===== src/rtl/mem_port_arbiter_pkg.sv =====
// v850_mem_pkg: shared types and widths for the instruction/data memory port arbiter.
package v850_mem_pkg;

    localparam int MEM_DATA_W = 64;
    localparam int MEM_ADDR_W = 26;
    localparam int PC_W       = 25;

    typedef enum logic {IDLE, BUSY} arb_state_e;

    typedef enum logic {OWN_IF, OWN_LS} owner_e;

    // The fetcher addresses halfwords; the memory port wants a byte address.
    function automatic logic [MEM_ADDR_W-1:0] pc_to_byte_addr(input logic [PC_W-1:0] pc);
        return {pc, 1'b0};
    endfunction

endpackage


===== src/rtl/mem_port_arbiter_if.sv =====
// mem_port_arbiter_if: fetch, load/store and memory-side signals of the shared port.
// master = requesters plus memory model, slave = the arbiter.
interface mem_port_arbiter_if;
    import v850_mem_pkg::*;

    logic                  if_req_i;
    logic [PC_W-1:0]       if_addr_i;
    logic                  if_flush_i;
    logic                  if_gnt_o;
    logic                  if_valid_o;
    logic [MEM_DATA_W-1:0] if_rdata_o;

    logic                  ls_req_i;
    logic                  ls_we_i;
    logic [MEM_ADDR_W-1:0] ls_addr_i;
    logic [7:0]            ls_be_i;
    logic [MEM_DATA_W-1:0] ls_wdata_i;
    logic                  ls_gnt_o;
    logic                  ls_valid_o;
    logic [MEM_DATA_W-1:0] ls_rdata_o;

    logic                  mem_req_o;
    logic                  mem_we_o;
    logic [MEM_ADDR_W-1:0] mem_addr_o;
    logic [7:0]            mem_be_o;
    logic [MEM_DATA_W-1:0] mem_wdata_o;
    logic [MEM_DATA_W-1:0] mem_rdata_i;

    modport master (
        output if_req_i, if_addr_i, if_flush_i,
        output ls_req_i, ls_we_i, ls_addr_i, ls_be_i, ls_wdata_i,
        output mem_rdata_i,
        input  if_gnt_o, if_valid_o, if_rdata_o,
        input  ls_gnt_o, ls_valid_o, ls_rdata_o,
        input  mem_req_o, mem_we_o, mem_addr_o, mem_be_o, mem_wdata_o
    );

    modport slave (
        input  if_req_i, if_addr_i, if_flush_i,
        input  ls_req_i, ls_we_i, ls_addr_i, ls_be_i, ls_wdata_i,
        input  mem_rdata_i,
        output if_gnt_o, if_valid_o, if_rdata_o,
        output ls_gnt_o, ls_valid_o, ls_rdata_o,
        output mem_req_o, mem_we_o, mem_addr_o, mem_be_o, mem_wdata_o
    );

endinterface


===== src/rtl/mem_port_arbiter_prio.sv =====
// mem_arb_prio: picks the winner of an issue slot. Load/store normally wins;
// fetch wins when alone or once it has been denied STARVE_MAX times in a row.
module mem_arb_prio #(
    parameter int STARVE_MAX = 4,
    parameter int STARVE_W   = 3
) (
    input  logic                enable,
    input  logic                if_req,
    input  logic                ls_req,
    input  logic [STARVE_W-1:0] starve_cnt,
    output logic [1:0]          gnt
);

    // gnt[0] = fetch, gnt[1] = load/store; at most one bit is set
    always_comb begin
        gnt = 2'b00;
        if (enable) begin
            if (ls_req && (!if_req || (starve_cnt < STARVE_W'(STARVE_MAX)))) begin
                gnt = 2'b10;
            end else if (if_req) begin
                gnt = 2'b01;
            end
        end
    end

endmodule


===== src/rtl/mem_port_arbiter.sv =====
// mem_port_arbiter: shares one 64-bit memory port between fetch and load/store,
// one transaction outstanding, fixed read latency MEM_LAT.
// Optional build macro MEM_PORT_ARBITER_PERF_EN adds per-requester wait-cycle counters.
module mem_port_arbiter
    import v850_mem_pkg::*;
#(
    parameter int MEM_LAT    = 1,
    parameter int STARVE_MAX = 4
) (
    input  logic                   clk,
    input  logic                   reset,
    mem_port_arbiter_if.slave      bus
`ifdef MEM_PORT_ARBITER_PERF_EN
    ,
    output logic [31:0]            perf_if_wait_o,
    output logic [31:0]            perf_ls_wait_o
`endif
);

    localparam int LAT_W    = ($clog2(MEM_LAT) > 0) ? $clog2(MEM_LAT) : 1;
    localparam int STARVE_W = $clog2(STARVE_MAX + 1);

    arb_state_e          state;
    arb_state_e          state_next;
    logic [LAT_W-1:0]    lat_cnt;
    owner_e              owner;
    logic                owner_we;
    logic                drop;
    logic [STARVE_W-1:0] starve_cnt;
    logic                issue_slot;
    logic                ret_slot;
    logic [1:0]          gnt;

    // Outputs are forced quiet while reset is held, so the slot logic is gated by reset too.
    assign issue_slot = (state == IDLE) || (lat_cnt == '0);
    assign ret_slot   = reset && (state == BUSY) && (lat_cnt == '0);

    mem_arb_prio #(
        .STARVE_MAX (STARVE_MAX),
        .STARVE_W   (STARVE_W)
    ) u_prio (
        .enable     (reset && issue_slot),
        .if_req     (bus.if_req_i),
        .ls_req     (bus.ls_req_i),
        .starve_cnt (starve_cnt),
        .gnt        (gnt)
    );

    // Next state, grant-side memory request and owner-routed return data
    always_comb begin
        state_next      = state;
        bus.if_gnt_o    = 1'b0;
        bus.ls_gnt_o    = 1'b0;
        bus.mem_req_o   = 1'b0;
        bus.mem_we_o    = 1'b0;
        bus.mem_addr_o  = '0;
        bus.mem_be_o    = '0;
        bus.mem_wdata_o = '0;
        bus.if_valid_o  = 1'b0;
        bus.if_rdata_o  = '0;
        bus.ls_valid_o  = 1'b0;
        bus.ls_rdata_o  = '0;

        if (issue_slot) begin
            state_next = (gnt != 2'b00) ? BUSY : IDLE;
        end

        if (gnt[0]) begin
            bus.if_gnt_o   = 1'b1;
            bus.mem_req_o  = 1'b1;
            bus.mem_addr_o = pc_to_byte_addr(bus.if_addr_i);
            bus.mem_be_o   = 8'hFF;
        end else if (gnt[1]) begin
            bus.ls_gnt_o    = 1'b1;
            bus.mem_req_o   = 1'b1;
            bus.mem_we_o    = bus.ls_we_i;
            bus.mem_addr_o  = bus.ls_addr_i;
            bus.mem_be_o    = bus.ls_be_i;
            bus.mem_wdata_o = bus.ls_wdata_i;
        end

        if (ret_slot) begin
            if (owner == OWN_IF) begin
                if (!drop && !bus.if_flush_i) begin
                    bus.if_valid_o = 1'b1;
                    bus.if_rdata_o = bus.mem_rdata_i;
                end
            end else begin
                bus.ls_valid_o = 1'b1;
                if (!owner_we) begin
                    bus.ls_rdata_o = bus.mem_rdata_i;
                end
            end
        end
    end

    // Arbiter state register
    always_ff @(posedge clk) begin
        if (!reset) begin
            state <= IDLE;
        end else begin
            state <= state_next;
        end
    end

    // Outstanding-transaction bookkeeping: owner, latency countdown and fetch drop flag
    always_ff @(posedge clk) begin
        if (!reset) begin
            lat_cnt  <= '0;
            owner    <= OWN_IF;
            owner_we <= 1'b0;
            drop     <= 1'b0;
        end else if (gnt != 2'b00) begin
            owner    <= gnt[1] ? OWN_LS : OWN_IF;
            owner_we <= gnt[1] && bus.ls_we_i;
            lat_cnt  <= LAT_W'(MEM_LAT - 1);
            drop     <= 1'b0;
        end else begin
            if (lat_cnt != '0) begin
                lat_cnt <= lat_cnt - 1'b1;
            end
            if (issue_slot) begin
                drop <= 1'b0;
            end else if ((state == BUSY) && (owner == OWN_IF) && bus.if_flush_i) begin
                drop <= 1'b1;
            end
        end
    end

    // Count consecutive fetch denials while load/store keeps winning
    always_ff @(posedge clk) begin
        if (!reset) begin
            starve_cnt <= '0;
        end else if (gnt[0]) begin
            starve_cnt <= '0;
        end else if (gnt[1] && bus.if_req_i && (starve_cnt != STARVE_W'(STARVE_MAX))) begin
            starve_cnt <= starve_cnt + 1'b1;
        end
    end

`ifdef MEM_PORT_ARBITER_PERF_EN
    // Saturating counts of cycles each requester spent waiting for a grant
    always_ff @(posedge clk) begin
        if (!reset) begin
            perf_if_wait_o <= '0;
            perf_ls_wait_o <= '0;
        end else begin
            if (bus.if_req_i && !gnt[0] && (perf_if_wait_o != 32'hFFFF_FFFF)) begin
                perf_if_wait_o <= perf_if_wait_o + 32'd1;
            end
            if (bus.ls_req_i && !gnt[1] && (perf_ls_wait_o != 32'hFFFF_FFFF)) begin
                perf_ls_wait_o <= perf_ls_wait_o + 32'd1;
            end
        end
    end
`endif

endmodule


===== src/flat_wrapper.sv =====
// flat-port wrapper written by rule: the top's interface ports become plain ports
module mem_port_arbiter_flat import v850_mem_pkg::*;
#(
    parameter int MEM_LAT    = 1,
    parameter int STARVE_MAX = 4
)
  (clk, reset, bus_if_req_i, bus_if_addr_i, bus_if_flush_i, bus_ls_req_i, bus_ls_we_i, bus_ls_addr_i, bus_ls_be_i, bus_ls_wdata_i, bus_mem_rdata_i, bus_if_gnt_o, bus_if_valid_o, bus_if_rdata_o, bus_ls_gnt_o, bus_ls_valid_o, bus_ls_rdata_o, bus_mem_req_o, bus_mem_we_o, bus_mem_addr_o, bus_mem_be_o, bus_mem_wdata_o);
  mem_port_arbiter_if bus_i ();
  input  logic clk;
  input  logic reset;
  input wire logic [$bits(bus_i.if_req_i)-1:0] bus_if_req_i;
  input wire logic [$bits(bus_i.if_addr_i)-1:0] bus_if_addr_i;
  input wire logic [$bits(bus_i.if_flush_i)-1:0] bus_if_flush_i;
  input wire logic [$bits(bus_i.ls_req_i)-1:0] bus_ls_req_i;
  input wire logic [$bits(bus_i.ls_we_i)-1:0] bus_ls_we_i;
  input wire logic [$bits(bus_i.ls_addr_i)-1:0] bus_ls_addr_i;
  input wire logic [$bits(bus_i.ls_be_i)-1:0] bus_ls_be_i;
  input wire logic [$bits(bus_i.ls_wdata_i)-1:0] bus_ls_wdata_i;
  input wire logic [$bits(bus_i.mem_rdata_i)-1:0] bus_mem_rdata_i;
  output wire logic [$bits(bus_i.if_gnt_o)-1:0] bus_if_gnt_o;
  output wire logic [$bits(bus_i.if_valid_o)-1:0] bus_if_valid_o;
  output wire logic [$bits(bus_i.if_rdata_o)-1:0] bus_if_rdata_o;
  output wire logic [$bits(bus_i.ls_gnt_o)-1:0] bus_ls_gnt_o;
  output wire logic [$bits(bus_i.ls_valid_o)-1:0] bus_ls_valid_o;
  output wire logic [$bits(bus_i.ls_rdata_o)-1:0] bus_ls_rdata_o;
  output wire logic [$bits(bus_i.mem_req_o)-1:0] bus_mem_req_o;
  output wire logic [$bits(bus_i.mem_we_o)-1:0] bus_mem_we_o;
  output wire logic [$bits(bus_i.mem_addr_o)-1:0] bus_mem_addr_o;
  output wire logic [$bits(bus_i.mem_be_o)-1:0] bus_mem_be_o;
  output wire logic [$bits(bus_i.mem_wdata_o)-1:0] bus_mem_wdata_o;
  assign bus_i.if_req_i = bus_if_req_i;
  assign bus_i.if_addr_i = bus_if_addr_i;
  assign bus_i.if_flush_i = bus_if_flush_i;
  assign bus_i.ls_req_i = bus_ls_req_i;
  assign bus_i.ls_we_i = bus_ls_we_i;
  assign bus_i.ls_addr_i = bus_ls_addr_i;
  assign bus_i.ls_be_i = bus_ls_be_i;
  assign bus_i.ls_wdata_i = bus_ls_wdata_i;
  assign bus_i.mem_rdata_i = bus_mem_rdata_i;
  assign bus_if_gnt_o = bus_i.if_gnt_o;
  assign bus_if_valid_o = bus_i.if_valid_o;
  assign bus_if_rdata_o = bus_i.if_rdata_o;
  assign bus_ls_gnt_o = bus_i.ls_gnt_o;
  assign bus_ls_valid_o = bus_i.ls_valid_o;
  assign bus_ls_rdata_o = bus_i.ls_rdata_o;
  assign bus_mem_req_o = bus_i.mem_req_o;
  assign bus_mem_we_o = bus_i.mem_we_o;
  assign bus_mem_addr_o = bus_i.mem_addr_o;
  assign bus_mem_be_o = bus_i.mem_be_o;
  assign bus_mem_wdata_o = bus_i.mem_wdata_o;
  mem_port_arbiter #(.MEM_LAT(MEM_LAT), .STARVE_MAX(STARVE_MAX)) u_core (.clk(clk), .reset(reset), .bus(bus_i));
endmodule

===== config.mk =====
export PLATFORM = sky130hd
export DESIGN_NAME = mem_port_arbiter_flat
export DESIGN_NICKNAME = d
export VERILOG_FILES = /design/src/rtl/mem_port_arbiter_pkg.sv /design/src/rtl/mem_port_arbiter_if.sv /design/src/rtl/mem_port_arbiter_prio.sv /design/src/rtl/mem_port_arbiter.sv /design/src/flat_wrapper.sv
export SDC_FILE = /design/constraint.sdc
export NUM_CORES = 1
export LEC_CHECK = 0
export BUFFER_PORTS_ARGS = -buffer_cell sky130_fd_sc_hd__buf_4
export CAP_MARGIN = 30
export CORE_AREA = 2 2 167 169
export CTS_CLUSTER_SIZE = 40
export DETAILED_ROUTE_END_ITERATION = 16
export DIE_AREA = 0 0 169 171
export PLACE_DENSITY_LB_ADDON = 0.12
export SKIP_CTS_REPAIR_TIMING = 1
export SYNTH_ARGS = -nofsm -noshare
export SYNTH_HDL_FRONTEND = slang
export SYNTH_HIERARCHICAL = 1
export SYNTH_SLANG_ARGS = --single-unit

===== constraint.sdc =====
create_clock -name clk -period 6.55 [get_ports clk]
set_clock_uncertainty 0.15 [all_clocks]
set_input_delay 1.31 -clock clk [delete_from_list [all_inputs] [get_ports clk]]
set_output_delay 1.31 -clock clk [all_outputs]
set_load 0.01 [all_outputs]

==> impl_results.md <==
* Synthesis-stage register bit count at 8
* Initial core utilization at 0.0765
* Period Utilization, post-route at 0.706
* Max Clk Rate at approximately 0.22 GHz
* Die height at between 150 and 200 um
* Worst setup EP type: output pin
* Overflow after GRT at 0
* Area grow syn2layout at 171%
* Detailed placement HPWL at 15100 um
* Root buffer selected by CTS: clkbuf_16
* Synthesized instance count at 303
* Placer Congestion at 0.744
* Share of layout cells above drive strength 1 at 0.621
* Min Clock Period, post-route at ~4600 ps
* Largest net degree at the start of global routing at between 90 and 100
* Slew HR at 0.484
* Ports at approximately 430
* Die Span X at roughly 170 um
* Setup slack at placement at approximately 1900 ps
* Measured slew at the worst slew-check pin at 774 ps
* Worst EP arrival at about 3200 ps
* Core ar. at 27300 sq um
* WL final at 17000 um
* Syn nets at approximately 500
* Critical path type: input port to output pin
* Status: finished clean
* Setup TNS at 0 ps
* Max clock buf depth at 2
* Final setup violation count at 0
* Vias at ~3600
* Worst Path Max Fanout at 92
* H-tree level count at 1
* CTS buffer count at 3
* Storage element area at 160 sq um
* Site Rows at around 60
* Slew Limit Fails at 0
* DRT iter0 DRCs at 70
* Yosys warns at 6
* CTS tree: yes
* First-pass GRT wire length at 22600 um
* Gr usage total at 0.104
* RSZ-0062 raised after global routing: false
* Fillers at ~3200
* Vias/cell at 3.38
* Setup slack after layout at about 1900 ps
* Syn Area/Cell at about 6.9 sq um
* Worst-skew pair later-pin latency at 230 ps
* Power Density at 67.8 nW/um^2
* # diodes at 0
* Die ar. at between 20000 and 30000 sq um
* Startpoint types: input port
* Sequential cell area fraction in the yosys report at 0.0766
* Clock sink count at 8
* DR WL/cell at approximately 16 um
* Port bufs at between 400 and 500
* Vias in the first global route at 3564
* Synth unique cells at 31
* Leak at between 3 and 4 nW
* Cell area after synthesis at 2090 sq um
* Maximum vdd ir drop at 0.0410 mV
* Residual DRC count at 0
* Critical Path RT at 5090 ps
* Clock slew at reported path FFs at ~40 ps
* Max-cap violations at 0
* DR pass1 iterations at 4
* Layout Nets at about 900
* Worst hold-check path type: flop to flop
* Hold Vio Cnt, Final at 0
* Antenna violations before repair at 0
* Multi-input logic area at between 1500 and 2000 sq um
* Antenna-violating nets left at 0
cells in the final DEF (no fill, tap or decap), drive strengths merged:
cell	instances
nand2	3
nor3	3
or2	1
buf	429
nand3b	1
ha	2
nor3b	1
o21a	1
a31oi	1
nor4bb	1
a21o	8
nand2b	1
o21ai	2
and2	195
a22o	25
a21boi	1
nand3	1
nor4	1
clkbuf	3
or3b	1
nor2	2
or3	1
conb	1
dfxtp	8
nor2b	3
a21oi	7
inv	4
synthesized netlist by cell type:
| cell type | n | area (sq um) |
|---|---|---|
| nor2_1 | 2 | 7.51 |
| nor4_4 | 1 | 21.3 |
| nand2b_1 | 1 | 6.26 |
| clkbuf_2 | 6 | 30.0 |
| or2_2 | 1 | 6.26 |
| o21a_1 | 1 | 7.51 |
| inv_1 | 4 | 15.0 |
| nor3_4 | 1 | 16.3 |
| buf_1 | 1 | 3.75 |
| nor4bb_1 | 1 | 10.0 |
| ha_1 | 2 | 25.0 |
| clkbuf_1 | 9 | 33.8 |
| buf_6 | 6 | 67.6 |
| a21o_1 | 8 | 60.1 |
| a21boi_0 | 1 | 7.51 |
| and2_1 | 195 | 1220 |
| or3_1 | 1 | 6.26 |
| a21oi_1 | 7 | 35.0 |
| nor3b_1 | 1 | 7.51 |
| conb_1 | 1 | 3.75 |
| a22o_1 | 25 | 219 |
| nand3_1 | 1 | 5.00 |
| nand3b_4 | 1 | 20.0 |
| dfxtp_1 | 8 | 160 |
| or3b_2 | 1 | 8.76 |
| o21ai_0 | 2 | 10.0 |
| a31oi_1 | 1 | 6.26 |
| nor2b_1 | 3 | 18.8 |
| nor3_1 | 2 | 10.0 |
| buf_2 | 6 | 30.0 |
| nand2_1 | 3 | 11.3 |
final timing paths:
kind                                      from                                 to  slack [ps]  depth (start not counted)
max                                      reset                  bus_mem_addr_o[9]        1930                          8
min          u_core/starve_cnt[1]$_SDFFE_PP0P_  u_core/starve_cnt[1]$_SDFFE_PP0P_         350                          2
max reg2reg          u_core/state$_SDFFE_PN0P_  u_core/starve_cnt[1]$_SDFFE_PP0P_        4550                          7
min reg2reg  u_core/starve_cnt[1]$_SDFFE_PP0P_  u_core/starve_cnt[1]$_SDFFE_PP0P_         350                          2
metal layers:
layer	share of wire	global-route usage	wire length, um	up-vias
met3	0.11	0.0342	1860	8
met1	0.32	0.0955	5400	1528
met4	0.0093	0.0145	159	0
met2	0.56	0.223	9580	256
met5	0	0	0	-
li1	-	-	-	1772
metrics by stage:
step	utilization	hold WS [ps]	power (mW)	area [sq um]	cells
after detailed placement	0.205	348	0.290	5600	1050
after global routing	0.208	397	0.412	5670	1053
final	0.208	354	0.385	5670	1053
after global placement	0.205	350	0.289	5600	1050
after CTS	0.208	353	0.394	5670	1053
after floorplan	-	314	0.122	2090	303
flip-flops by register name (all words and copies together) (netlist names):
| signal | count |
|---|---|
| u_core/lat_cnt | 1 |
| u_core/state | 1 |
| u_core/starve_cnt | 3 |
| u_core/owner_we | 1 |
| u_core/drop | 1 |
| u_core/owner | 1 |
critical path: stages:
cell	delay, ps
buf_4	130
a21boi_0	240
nand2_1	80
a21oi_1	160
nor2b_4	160
buf_4	580
a22o_1	300
buf_4	150
kinds of logic (layout without fill, tap and decap cells):
kind of cell,after synthesis,count (layout),synth area share
AOI/OAI and AO/OA,45,45,0.165
adders and majority gates,2,2,0.0120
buffers and inverters,32,436,0.0862
DFF,8,8,0.0766
other,1,1,0.00179
and+or+nand+nor,215,215,0.658
final cells by class:
type,instances,area share
multi-input cells,263,0.312
flip-flops and latches,8,0.0282
clock buffers,3,0.0132
repair buffers,429,0.568
inverters,4,0.00265
well taps,346,0.0763
where the power goes:
part	switching, mW	total [mW]	internal [mW]	leakage [nW]
Combinational	0.0896	0.230	0.140	3.04
Sequential	0.00215	0.0531	0.0510	0.0655
Clock	0.0233	0.102	0.0787	0.0370
Power figures use the tool's default switching activity.
